==> config.mk <==
export PLATFORM = sky130hd
export DESIGN_NAME = rf_debug_port
export DESIGN_NICKNAME = d
export VERILOG_FILES = /design/src/rtl/rf_debug_port.sv
export SDC_FILE = /design/constraint.sdc
export NUM_CORES = 1
export LEC_CHECK = 0
export CAP_MARGIN = 15
export CORE_MARGIN = 1.5
export CORE_UTILIZATION = 39
export CTS_CLUSTER_SIZE = 8
export DETAILED_ROUTE_END_ITERATION = 7
export GPL_ROUTABILITY_DRIVEN = 0
export PLACE_DENSITY = 0.86
export SETUP_SLACK_MARGIN = 0.4
export SKIP_LAST_GASP = 1
export SLEW_MARGIN = 20
export SYNTH_ARGS = -nofsm -noshare
export SYNTH_HDL_FRONTEND = slang
export SYNTH_SLANG_ARGS = --single-unit
export TNS_END_PERCENT = 1
==> constraint.sdc <==
create_clock -name clk_i -period 1.68 [get_ports clk_i]
set_input_delay 0.336 -clock clk_i [delete_from_list [all_inputs] [get_ports clk_i]]
set_output_delay 0.336 -clock clk_i [all_outputs]
set_load 0.01 [all_outputs]
==> src/rtl/rf_debug_port.sv <==
// Debug-side initiator for the register file: executes read, write and dump commands
// from the debug host while the CPU is halted and returns results on a response stream.
module rf_debug_port #(
  parameter int XLEN  = 32,
  parameter int NREGS = 32
) (
  input  logic            clk_i,
  input  logic            rst_ni,
  input  logic            cpu_halted_i,
  input  logic            cmd_valid_i,
  output logic            cmd_ready_o,
  input  logic [1:0]      cmd_op_i,
  input  logic [4:0]      cmd_adr_i,
  input  logic [XLEN-1:0] cmd_data_i,
  output logic            rsp_valid_o,
  input  logic            rsp_ready_i,
  output logic [XLEN-1:0] rsp_data_o,
  output logic [4:0]      rsp_adr_o,
  output logic            rsp_err_o,
  output logic            rsp_last_o,
  output logic            dbg_own_o,
  output logic [4:0]      dbg_adr_o,
  input  logic [XLEN-1:0] dbg_rs_i,
  output logic [4:0]      dbg_wa_o,
  output logic [XLEN-1:0] dbg_wd_o,
  output logic            dbg_en_o,
  output logic [2:0]      dbg_state_o
);

  // Both streams use valid/ready: a beat transfers on a rising edge where valid and
  // ready are both high; the sender holds valid and all payload fields until then.

  typedef enum logic [2:0] {
    S_IDLE     = 3'd0,
    S_READ     = 3'd1,
    S_WRITE    = 3'd2,
    S_DUMP_RD  = 3'd3,
    S_DUMP_RSP = 3'd4,
    S_RESP     = 3'd5
  } state_e;

  localparam logic [4:0] LAST_IDX = 5'(NREGS - 1);

  state_e          state_q, state_d;
  logic [4:0]      idx_q, idx_d;
  logic [4:0]      adr_q, adr_d;
  logic [XLEN-1:0] data_q, data_d;
  logic [XLEN-1:0] rsp_data_q, rsp_data_d;
  logic [4:0]      rsp_adr_q, rsp_adr_d;
  logic            rsp_err_q, rsp_err_d;
  logic            rsp_last_q, rsp_last_d;

  always_ff @(posedge clk_i or negedge rst_ni) begin
    if (!rst_ni) begin
      state_q    <= S_IDLE;
      idx_q      <= '0;
      adr_q      <= '0;
      data_q     <= '0;
      rsp_data_q <= '0;
      rsp_adr_q  <= '0;
      rsp_err_q  <= 1'b0;
      rsp_last_q <= 1'b0;
    end else begin
      state_q    <= state_d;
      idx_q      <= idx_d;
      adr_q      <= adr_d;
      data_q     <= data_d;
      rsp_data_q <= rsp_data_d;
      rsp_adr_q  <= rsp_adr_d;
      rsp_err_q  <= rsp_err_d;
      rsp_last_q <= rsp_last_d;
    end
  end

  always_comb begin
    state_d     = state_q;
    idx_d       = idx_q;
    adr_d       = adr_q;
    data_d      = data_q;
    rsp_data_d  = rsp_data_q;
    rsp_adr_d   = rsp_adr_q;
    rsp_err_d   = rsp_err_q;
    rsp_last_d  = rsp_last_q;
    cmd_ready_o = 1'b0;
    dbg_adr_o   = '0;
    dbg_wa_o    = '0;
    dbg_wd_o    = '0;
    dbg_en_o    = 1'b0;

    case (state_q)
      S_IDLE: begin
        cmd_ready_o = cpu_halted_i;
        if (cmd_valid_i && cpu_halted_i) begin
          adr_d  = cmd_adr_i;
          data_d = cmd_data_i;
          case (cmd_op_i)
            2'b00: state_d = S_READ;
            2'b01: state_d = S_WRITE;
            2'b10: begin
              idx_d   = '0;
              state_d = S_DUMP_RD;
            end
            default: begin
              rsp_data_d = '0;
              rsp_adr_d  = '0;
              rsp_err_d  = 1'b1;
              rsp_last_d = 1'b1;
              state_d    = S_RESP;
            end
          endcase
        end
      end
      S_READ: begin
        dbg_adr_o  = adr_q;
        rsp_data_d = dbg_rs_i;
        rsp_adr_d  = adr_q;
        rsp_err_d  = 1'b0;
        rsp_last_d = 1'b1;
        state_d    = S_RESP;
      end
      S_WRITE: begin
        // x0 is architecturally zero, so the write strobe is suppressed for it.
        dbg_wa_o   = adr_q;
        dbg_wd_o   = data_q;
        dbg_en_o   = (adr_q != 5'd0);
        rsp_data_d = data_q;
        rsp_adr_d  = adr_q;
        rsp_err_d  = 1'b0;
        rsp_last_d = 1'b1;
        state_d    = S_RESP;
      end
      S_DUMP_RD: begin
        dbg_adr_o  = idx_q;
        rsp_data_d = dbg_rs_i;
        rsp_adr_d  = idx_q;
        rsp_err_d  = 1'b0;
        rsp_last_d = (idx_q == LAST_IDX);
        state_d    = S_DUMP_RSP;
      end
      S_DUMP_RSP: begin
        if (rsp_ready_i) begin
          if (rsp_last_q) begin
            idx_d   = '0;
            state_d = S_IDLE;
          end else begin
            idx_d   = idx_q + 5'd1;
            state_d = S_DUMP_RD;
          end
        end
      end
      S_RESP: begin
        if (rsp_ready_i) state_d = S_IDLE;
      end
      default: state_d = S_IDLE;
    endcase
  end

  assign rsp_valid_o = (state_q == S_RESP) || (state_q == S_DUMP_RSP);
  assign rsp_data_o  = rsp_data_q;
  assign rsp_adr_o   = rsp_adr_q;
  assign rsp_err_o   = rsp_err_q;
  assign rsp_last_o  = rsp_last_q;
  assign dbg_own_o   = (state_q != S_IDLE);
  assign dbg_state_o = state_q;

endmodule
* Word level (Yosys, flattened, before mapping)
Cells that the tools add are included.
Storage, ports and cells: register bits after elaboration 84, input bits 76, output and inout port bits 88, logic and storage cells 68
Cells by class: add/subtract/negate cells 1, equal/unequal tests 13, mux-type cells 26, reductions and logical operators 20
Operators with widths (number):
- 32-bit 2-to-1 mux | 3
- 32-bit one-hot mux with 3 select lines | 1
- 5-bit 2-to-1 mux | 7
- 5-bit one-hot mux with 2 select lines | 2
- 3-bit one-hot mux with 5 select lines | 1
- 5-bit one-hot mux with 3 select lines | 1
- 3-bit AND reduction | 4
- 3-bit 2-to-1 mux | 3
- 3-bit one-hot mux with 3 select lines | 1
- 3-bit nonzero test | 3
- 2-bit != test, second input constant | 4
- 3-bit by 2-bit equality test with 1-bit output, second input constant | 2
- 3-bit equality test, second input constant | 2
- 3-bit OR reduction | 2
- 5-bit by 1-bit adder with 5-bit output, second input constant | 1
- 5-bit equality test, second input constant | 1
- 5-bit nonzero test | 1
- 1-bit 2-to-1 mux | 4
- 4-bit AND reduction | 1
- 2-bit nonzero test | 2
- 2-bit OR reduction | 2
- 3-bit by 1-bit equality test with 1-bit output, second input constant | 1
- 3-bit zero test | 1
- 1-bit one-hot mux with 3 select lines | 1
- 9 further kinds | 9

* Longest topological paths before layout
depth after elaboration 5, depth in mapped cells 6, depth with buffers taken out 6

* Worst setup path after synthesis
No wires, ideal clock.
kind register to register, start reg state_q[2], in the netlist dbg_state_o[2], end reg adr_q[0], setup time 125 ps, arrival time 1679 ps, data required time 1555 ps, path slack -125 ps, cell stages (with the launch flop) 6, buffers on the path 2, clock period less this slack 1805 ps, cell sequence dfrtp_1 buf_6 or3_4 nor2_8 buf_12 mux2_4
On the way: word-level cells in the longest chain between the ends 2
RTL lines:
- start, declared | RTL line 44 | state_e state_q, state_d;
- start signal, assigned | RTL line 64 | state_q <= state_d;
- 3-bit zero test | RTL line 90 | case (state_q)
- 2-bit AND reduction (no line)
- end signal, assigned | RTL line 66 | adr_q <= adr_d;
- end, declared | RTL line 46 | logic [4:0] adr_q, adr_d;
No other way between the ends. A chain may end at the register's enable or synchronous reset.

* Final worst setup path
start reg state_q[0], in the netlist dbg_state_o[0], end out dbg_wa_o[0]
On the way: word-level cells in the longest chain between the ends 2
RTL lines:
- 3-bit by 2-bit equality test with 1-bit output | RTL line 90
- 5-bit 2-to-1 mux | RTL line 90
- end, declared | RTL line 24 | output logic [4:0] dbg_wa_o,
No other way between the ends.

==> results.toml <==
[global_route]
grt_max_degree = 39
grt_pass1_wl_um = 19090
grt_pass1_vias = 3688
overflow = 0
grt.total_usage_pct = 22.59
antenna_found_initial = 0

[sta]
fmax_ghz = 0.5067
fin_crit_ps = 1974
finalSetupViolations = 91
slew_headroom_pct = 72.34
finalClockSkew_ps = 11.16
tns_ps = -16560
rsz0062_at_grt = "yes"
worst_pin_slew_ps = 403.3
hold_viol_final = 0
setup_ws_ps = -293.5
whs_ps = 403.0
fin_crit_sh_pct = 117.5
drv_slew = 0

[clock_tree]
cts_tree = "done"
numCtsBuffers = 9
clkLatencyLatePin_ps = 350
cts_max_level = 3
cts_buffer_depth = 2
root_buffer = "clkbuf_8"
clock-sinks = 84
path_clk_slew_ps = 90

[synth]
synth-simple-area-share_pct = 11.74
synth_cell_types = 44
yosys.area.top_type_share_pct = 52.86
yosysTopAreaCell = "dfrtp_1"
yosys-top-cells-count = "dfrtp_1, and2_1, a221o_1, mux2_4, clkbuf_1"
synth_compound_area_share_pct = 13.44
synth_adder_area_share_pct = 1.573
synth_top_family_by_area = "multiplexers"
async_reset_ff_share_pct = 100.0
synthMuxAreaShare_pct = 15.61
syn_area_per_cell_um2 = 13.57
synth_most_common_cell = "dfrtp_1"
synth_xor_area_share_pct = 0.2203
yosysWarnings = 0
synth_seq_cells = 84
synth_nets = 374
ys.flop_type = "dfrtp_1"
ys_top_cells_by_area = "dfrtp_1, mux2_4, a221o_1"
synth_cells = 293
yosysSeqAreaShare_pct = 52.86
synth_edf_count = 0
syn_area_um2 = 3976

[drt]
post_drt_wl_per_cell_um = 18.77
firstDrtPassIters = 4
wl_um = 12090
route.detailed.drc = 0
drt_iter0_markers = 133
ant_nets = 0
vias_per_cell = 5.092
dr_total_vias = 3279

[power]
peakVddDrop_mv = 0.6340
p_leak_nw = 2.917
pwr_density_cell_nw_per_um2 = 1660

[setup_path]
cp.arrival_ps = 1640
start_kind = "flip-flop"
cp-end-kind = "output pin"
crit_path_cell_trace = "nor3b_4 > buf_6 > buf_8 > and2_1 > clkdlybuf4s15_2"
cp_slowest_cell = "dfrtp_1"
worstPathRequired_ps = 1340
crit_family = "buffers and inverters"
path_max_fanout = 6
critPathMaxStageDelay_ps = 420
crit_buf_inv = 3
critical_path_class = "flip-flop to output pin"

[floorplanning]
rows = 36
die_h_um = 104.0
die_w_um = 104.0
start_util_pct = 40.49
core_um2 = 9819
pin_count = 164
die_area_um2 = 10810

[cells_and_area]
num-nets-final = 587
fill_cells = 770
antennaDiodeCount = 0
syn2layout_area_growth_pct = 59.25
finalCoreUtilization_pct = 64.49
layout-drive-gt1-share_pct = 36.40

[flow_run]
max_cap_viol_count = 0

[place]
portBuffers = 163
dp_hpwl_um = 8769

[outcome]
status = "finished, violations left"
violations = "negative setup slack"

[min_path]
hold_class = "primary input to async pin"
==> timing repair <==
| item | CTS | global route |
|---|---|---|
| gates resized for setup | 207 | 0 |
| pin swaps | 1 | 0 |
| endpoints found under the setup margin | 172 | 172 |
| setup buffers | 5 | 0 |
| hold buffers | 1 | 0 |
| endpoints found under the hold margin | 15 | 0 |
| cloned | 4 | 0 |
==> per-layer routing <==
layer	share of wire, %	vias to the layer above	routed length [µm]	global-route usage, %
met1	40	1622	4787	25.14
met3	6.7	15	807	6.454
met5	0	-	0	0
met4	1.7	0	211	9.325
met2	52	130	6282	40.35
li1	-	1512	-	-
==> layout by cell type (no fill, tap or decap), types with 2 or more instances in the layout <==
master / count
a21oi_1: 2
a221o_1: 33
a22oi_1: 5
and2_1: 17
and2_4: 22
buf_12: 6
buf_16: 2
buf_2: 29
buf_4: 44
buf_6: 12
buf_8: 3
clkbuf_8: 9
clkdlybuf4s15_2: 2
clkdlybuf4s50_1: 116
dfrtp_1: 84
dlygate4sd2_1: 7
ha_1: 5
inv_1: 9
inv_6: 4
mux2_2: 8
mux2_4: 30
mux2i_1: 8
nand2_1: 3
nand2b_1: 2
nand3_1: 3
nor2_1: 8
nor3_1: 2
o21ai_0: 2
o2bb2ai_1: 6
or2_1: 2
==> state kept, by name (all words and copies together), names as in the netlist <==
| name | count |
|---|---|
| rsp_data_o | 32 |
| rsp_adr_o | 5 |
| idx_q | 5 |
| dbg_state_o | 3 |
| rsp_err_o | 1 |
| adr_q | 5 |
| data_q | 32 |
| rsp_last_o | 1 |
==> power by group <==
part,internal [mW],switching [mW]
logic,3.35,2.27
registers,2.95,0.581
clock network,0.559,0.797
total,6.87,3.65
==> cell families after synthesis <==
kind of cell | Yosys count
DFF | 84
and+or+nand+nor | 72
AOI/OAI and AO/OA | 56
muxes | 46
buffers and inverters | 29
adders and majority gates | 5
xor gates and xnor gates | 1
==> through the flow <==
step	std cells	area (µm²)	worst slack (ps)	power [mW]
final	644	6332	-293.5	10.51
after global routing	644	6332	-380.3	11.07
after detailed placement	618	6062	-334.7	8.941
after floorplan	293	3980	-96.77	6.313
after global placement	618	6062	-270.6	8.713
after CTS	644	6332	-302.2	10.55
==> cell type report <==
type,instances,area (µm²),share of cell area [%]
flip-flops and latches,84,2102,33.20
repair buffers,222,2086,32.94
multi-input cells,180,1764,27.86
well taps,133,166.4,2.628
clock buffers,9,123.9,1.956
clock inverters,7,56.30,0.8892
inverters,9,33.78,0.5335
==> worst reg2reg max path, cell delays in order, from the launching register on <==
cell,delay (ps)
dfrtp_1,420
buf_4,190
or3_4,420
nor2_8,130
buf_12,210
mux2_2,370
==> final timing paths <==
check | from | endpoint | slack (ps) | depth (start not counted)
max in group asynchronous | rst_ni | rsp_data_o[3]$_DFFE_PN0P_ | 740 | 3
min in group clk_i | data_q[15]$_DFFE_PN0P_ | data_q[15]$_DFFE_PN0P_ | 510 | 1
worst min-delay path | rst_ni | adr_q[2]$_DFFE_PN0P_ | 400 | 2
worst max register to register | dbg_state_o[0]$_DFFE_PN0P_ | data_q[1]$_DFFE_PN0P_ | -180 | 5
worst max-delay path | dbg_state_o[0]$_DFFE_PN0P_ | dbg_wa_o[0] | -290 | 5
worst min register to register | data_q[15]$_DFFE_PN0P_ | data_q[15]$_DFFE_PN0P_ | 510 | 1
(Power assumes the default switching activity.)
